[config.mk]
export PLATFORM = sky130hd
export DESIGN_NAME = aim_match_serializer
export DESIGN_NICKNAME = d
export VERILOG_FILES = /design/src/rtl/aim_pkg.sv /design/src/rtl/aim_match_fifo.sv /design/src/rtl/aim_match_serializer.sv
export SDC_FILE = /design/constraint.sdc
export NUM_CORES = 1
export LEC_CHECK = 0
export CORE_MARGIN = 2
export CORE_UTILIZATION = 23
export CTS_BUF_LIST = sky130_fd_sc_hd__clkbuf_2 sky130_fd_sc_hd__clkbuf_4 sky130_fd_sc_hd__clkbuf_8
export CTS_CLUSTER_SIZE = 12
export DETAILED_ROUTE_END_ITERATION = 10
export PLACE_DENSITY_LB_ADDON = 0.15
export REMOVE_ABC_BUFFERS = 1
export SYNTH_ARGS = -nofsm -noshare
export SYNTH_HDL_FRONTEND = slang
export SYNTH_SLANG_ARGS = --single-unit
[constraint.sdc]
create_clock -name i_clk -period 13.9 [get_ports i_clk]
set_input_delay 4.17 -clock i_clk [delete_from_list [all_inputs] [get_ports i_clk]]
set_output_delay 4.17 -clock i_clk [all_outputs]
set_load 0.01 [all_outputs]
[src/rtl/aim_pkg.sv]
// Shared constants and types for the AIM match serializer slice.
// LANES is aligned with AIM's W_C_LENGTH; every file of the slice imports this package.
package aim_pkg;

   localparam int LANES  = 32;
   localparam int POS_W  = 9;
   localparam int LANE_W = $clog2(LANES);
   localparam int CNT_W  = $clog2(LANES + 1);

   typedef struct packed {
      logic [LANE_W-1:0] lane;
      logic [POS_W-1:0]  pos;
      logic              last;
   } match_entry_t;

   typedef enum logic [1:0] {IDLE, SCAN, DRAIN} ser_state_e;

   // Index of the lowest set bit; descending loop so the lowest index wins.
   function automatic logic [LANE_W-1:0] lowest_set(input logic [LANES-1:0] m);
      lowest_set = '0;
      for (int i = LANES - 1; i >= 0; i--) begin
         if (m[i]) lowest_set = LANE_W'(i);
      end
   endfunction

endpackage

[src/rtl/aim_match_fifo.sv]
// Synchronous FIFO of match entries with wrap-bit pointers.
// A pop frees the head slot in the same cycle, so push is accepted when full if popping.
module aim_match_fifo
   import aim_pkg::*;
#(
   parameter int DEPTH = 4
) (
   input  logic         clk,
   input  logic         rst,
   input  logic         push,
   input  match_entry_t din,
   input  logic         pop,
   output match_entry_t dout,
   output logic         full,
   output logic         empty
);

   localparam int AW = $clog2(DEPTH);
   localparam logic [AW:0] PTR_ONE = (AW + 1)'(1);

   logic [AW:0]  wr_ptr;
   logic [AW:0]  rd_ptr;
   match_entry_t mem [DEPTH];
   logic         do_push;
   logic         do_pop;

   assign empty   = (wr_ptr == rd_ptr);
   assign full    = (wr_ptr[AW] != rd_ptr[AW]) && (wr_ptr[AW-1:0] == rd_ptr[AW-1:0]);
   assign do_pop  = pop && !empty;
   assign do_push = push && (!full || do_pop);
   assign dout    = mem[rd_ptr[AW-1:0]];

   always_ff @(posedge clk or posedge rst) begin
      if (rst) begin
         wr_ptr <= '0;
         rd_ptr <= '0;
      end else begin
         if (do_push) wr_ptr <= wr_ptr + PTR_ONE;
         if (do_pop)  rd_ptr <= rd_ptr + PTR_ONE;
      end
   end

   // NOTE: storage is not reset; readers gate dout with !empty, so stale data is never seen.
   always_ff @(posedge clk) begin
      if (do_push) mem[wr_ptr[AW-1:0]] <= din;
   end

endmodule

[src/rtl/aim_match_serializer.sv]
// Captures AIM's match vector on i_finish and streams set lanes, lowest first, as {lane, pos}.
// Defining AIM_SERIALIZER_CNT_EN adds o_match_cnt (popcount of the captured vector).
module aim_match_serializer
   import aim_pkg::*;
#(
   parameter int FIFO_DEPTH = 4
) (
   input  logic                        i_clk,
   input  logic                        i_rst,
   input  logic                        i_finish,
   input  logic [LANES-1:0]            i_valid,
   input  logic [LANES-1:0][POS_W-1:0] i_pos,
   output logic                        o_busy,
   output logic                        o_m_valid,
   input  logic                        i_m_ready,
   output logic [LANE_W-1:0]           o_m_lane,
   output logic [POS_W-1:0]            o_m_pos,
   output logic                        o_m_last,
   output logic                        o_done,
   output logic                        o_drop
`ifdef AIM_SERIALIZER_CNT_EN
   ,
   output logic [CNT_W-1:0]            o_match_cnt
`endif
);

   ser_state_e                  state;
   logic [LANES-1:0]            mask;
   logic [LANES-1:0]            mask_next;
   logic [LANES-1:0][POS_W-1:0] pos_q;
   logic [LANE_W-1:0]           lane_k;
   match_entry_t                push_entry;
   match_entry_t                head;
   logic                        fifo_full;
   logic                        fifo_empty;
   logic                        fifo_push;
   logic                        fifo_pop;
   logic                        capture;

   assign mask_next  = mask & (mask - LANES'(1));
   assign lane_k     = lowest_set(mask);
   assign push_entry = '{lane: lane_k, pos: pos_q[lane_k], last: (mask_next == '0)};

   assign fifo_pop   = o_m_valid && i_m_ready;
   assign fifo_push  = (state == SCAN) && (mask != '0) && (!fifo_full || fifo_pop);
   // A finish coinciding with o_done is rejected as well, even though state is already IDLE.
   assign capture    = i_finish && (state == IDLE) && !o_done;

   assign o_busy     = (state != IDLE);
   assign o_m_valid  = !fifo_empty;
   assign o_m_lane   = o_m_valid ? head.lane : '0;
   assign o_m_pos    = o_m_valid ? head.pos  : '0;
   assign o_m_last   = o_m_valid && head.last;

   aim_match_fifo #(.DEPTH(FIFO_DEPTH)) u_fifo (
      .clk   (i_clk),
      .rst   (i_rst),
      .push  (fifo_push),
      .din   (push_entry),
      .pop   (fifo_pop),
      .dout  (head),
      .full  (fifo_full),
      .empty (fifo_empty)
   );

   always_ff @(posedge i_clk or posedge i_rst) begin
      if (i_rst) begin
         state  <= IDLE;
         mask   <= '0;
         o_done <= 1'b0;
         o_drop <= 1'b0;
      end else begin
         o_done <= 1'b0;
         if (i_finish && !capture) o_drop <= 1'b1;
         case (state)
            IDLE: begin
               if (capture) begin
                  mask  <= i_valid;
                  state <= (i_valid == '0) ? DRAIN : SCAN;
               end
            end
            SCAN: begin
               if (fifo_push) begin
                  mask <= mask_next;
                  if (mask_next == '0) state <= DRAIN;
               end
            end
            DRAIN: begin
               if (fifo_empty) begin
                  o_done <= 1'b1;
                  state  <= IDLE;
               end
            end
            default: state <= IDLE;
         endcase
      end
   end

   always_ff @(posedge i_clk) begin
      if (capture) pos_q <= i_pos;
   end

`ifdef AIM_SERIALIZER_CNT_EN
   always_ff @(posedge i_clk or posedge i_rst) begin
      if (i_rst)        o_match_cnt <= '0;
      else if (capture) o_match_cnt <= CNT_W'($countones(i_valid));
   end
`endif

endmodule

==> reports/results.ini <==
[sta]
hold_viol_final = 0
max_freq_mhz = 134
rsz0062_at_grt = false
clock_skew_ps = 26.9
tightestPinTransition_ps = 1160
maxSlewViolCount = 0
fin_crit_sh = 0.537
whs_ps = 479
setup_viol = 0
slew_headroom = 0.225
min_period_ps = 7470

[hold_path]
hp-class = flip-flop to flip-flop

[clock_network]
path_clk_slew_ps = 60
cts_tree = done
post_cts_buffers = 0
hold_buffers = 0
clk_latency_ps = 650
cts_num_sinks = 390
cts_root_buf = clkbuf_8
cts_inserted_buffers = 73
ctsResizeCount = 0
cts_buffer_depth = 3
ctsHtreeMaxLevel = 3

[worst_setup_path]
cp.arrival_ps = 3300
critical_path.max_fanout = 20
critPathLaunchType = flip-flop
cp-end-kind = primary output
critPathRequiredTime_ps = 9730
crit_type = flip-flop to primary output

[flow_run]
drv_cap = 0

[yosys]
ys_seq_elements = 390
async_flop_share = 0.108
synth_edf_count = 348
yosysUniqueCellTypes = 55
syn-cell-area_sq_um = 16100
ys.flop_type = edfxtp_1
syn-instance-count = 1043
postSynthAreaPerCell_sq_um = 15.4
ys_seq_area_frac = 0.715
synth.yosys.warnings = 0

[status]
outcome = finished clean

[floorplanning]
start_util = 0.233
ios = 343
die_x_microns = 268
rows = 96
core_sq_um = 68900
dieArea_sq_um = 72100
die_h_microns = 268

[power_and_ir_drop]
powerDensity_nw_per_um2 = 281
p_leak_uw = 0.00775
peakVddDrop_v = 0.000261

[place]
portBuffers = 342
dp_hpwl_microns = 37500
routabilityCongestion = 0.818

[finish]
area_delta_synth_final_pct = 37.0
fin_nets = 1752
final_core_util = 0.320
fillers = 6888
drive_above_1_share = 0.114

[route]
via_count = 10405
drc = 0
drt_iter0_drc = 604
totalWireLength_microns = 53600
via_per_inst = 4.32
wl_per_cell_microns = 22.2
detail-route-antenna-nets = 0
dr.pass1.iters = 5

[global_routing]
grt_start_max_net_pins = 121
grt_remaining_overflow = 0
grt_use_total = 0.148
antenna_found_initial = 18
grt_pass1_wl_microns = 75700
grt_pass1_vias = 11160

[kinds of logic (layout without fill, tap and decap cells)]
kind of cell / count (synthesis) / after routing / share of synthesized area
AO/OA/AOI/OAI: 182 / 182 / 0.0739
buffers and inverters: 74 / 508 / 0.0194
AND/OR/NAND/NOR: 223 / 223 / 0.0713
multiplexers: 160 / 160 / 0.111
adder cells (fa/ha/maj): 7 / 7 / 0.00513
other: 0 / 3 / 0
flip-flops: 390 / 390 / 0.715
XOR/XNOR: 7 / 7 / 0.00381
[routing by layer]
metal / track usage / part of all wire / up-vias
li1: - / - / 4908
met1: 0.179 / 0.41 / 5047
met2: 0.251 / 0.49 / 327
met3: 0.0494 / 0.070 / 95
met4: 0.0401 / 0.020 / 28
met5: 0 / 0.0035 / -
[sequential cells by signal, indices dropped and copies added, names as in the netlist]
register / count
mask: 32
o_done: 1
o_drop: 1
pos_q: 288
state: 2
u_fifo.mem: 60
u_fifo.rd_ptr: 3
u_fifo.wr_ptr: 3
[power by group]
group          internal [uW]  total (uW)  switching, uW
registers               1750        1920            166
logic                   1210        3170           1960
clock network            610        1100            491
[metrics by stage]
stage | instances | cell area, sq um | setup TNS, ps | worst slack, ps | power [uW]
after floorplan | 987 | 15800 | -546060 | -15980 | 3610
after global placement | 2279 | 20600 | 0 | 6030 | 5210
after detailed placement | 2279 | 20600 | 0 | 5980 | 5260
after CTS | 2408 | 22000 | 0 | 6150 | 6390
after global routing | 2409 | 22000 | 0 | 6000 | 6640
final | 2411 | 22000 | 0 | 6430 | 6190
[Yosys cell counts (3+ instances only)]
library cell / count / area (sq um)
ha_1: 5 / 62.6
and2_1: 19 / 119
inv_1: 15 / 56.3
a21oi_1: 16 / 80.1
or3_1: 4 / 25.0
nand2_1: 21 / 78.8
mux4_2: 15 / 338
or4_1: 7 / 52.6
nand4_1: 7 / 43.8
xor2_1: 3 / 26.3
dfrtp_1: 42 / 1050
o22ai_1: 68 / 425
nand2b_1: 5 / 31.3
edfxtp_1: 348 / 10500
nor4_1: 26 / 163
nor2_1: 76 / 285
a22o_1: 30 / 263
nor2b_1: 4 / 25.0
mux2i_1: 144 / 1440
nor3_1: 26 / 130
o311ai_0: 3 / 26.3
buf_2: 15 / 75.1
a211oi_1: 4 / 30.0
clkbuf_1: 33 / 124
nand3_1: 16 / 80.1
o21ai_0: 45 / 225
buf_1: 6 / 22.5
xnor2_1: 4 / 35.0
[final cells by class]
type | count | area, sq um | area share
inverters | 18 | 75.1 | 0.00341
well taps | 931 | 1160 | 0.0529
flip-flops and latches | 390 | 11500 | 0.522
repair buffers | 361 | 3570 | 0.162
clock buffers | 106 | 1270 | 0.0577
clock inverters | 23 | 166 | 0.00755
multi-input cells | 579 | 4290 | 0.195
diodes | 3 | 7.51 | 0.000341
[critical path, cell delays in order (launching register included)]
cell             delay, ps
dfrtp_1               1110
xor2_1                 140
nor2_1                 190
nand2_1                420
and2_1                 310
clkdlybuf4s50_1        500
[final timing paths]
check,start,end,slack (ps),depth (start not counted)
hold reg to reg,o_drop,o_drop,480,1
hold / removal,o_drop,o_drop,480,1
setup / recovery,u_fifo.rd_ptr[0],o_m_pos[6],6430,5
min in group asynchronous,i_rst,state[0],4000,3
max in group asynchronous,i_rst,mask[29],9500,3
setup reg to reg,mask[24],u_fifo.mem[0][2],8640,11
[cells in the final DEF, fill, tap and decap left out, types with 15 or more instances in the layout]
| cell | n |
|---|---|
| nor4_1 | 26 |
| a21oi_1 | 16 |
| buf_4 | 19 |
| nand2_1 | 21 |
| and2_1 | 19 |
| clkdlybuf4s50_1 | 342 |
| o21ai_0 | 44 |
| clkbuf_8 | 76 |
| o22ai_1 | 68 |
| mux2i_1 | 144 |
| clkbuf_4 | 30 |
| nor2_1 | 76 |
| edfxtp_1 | 348 |
| nor3_1 | 26 |
| nand3_1 | 16 |
| inv_1 | 15 |
| dfrtp_1 | 42 |
| a22o_1 | 30 |
| mux4_2 | 15 |
(Power assumes the default switching activity.)
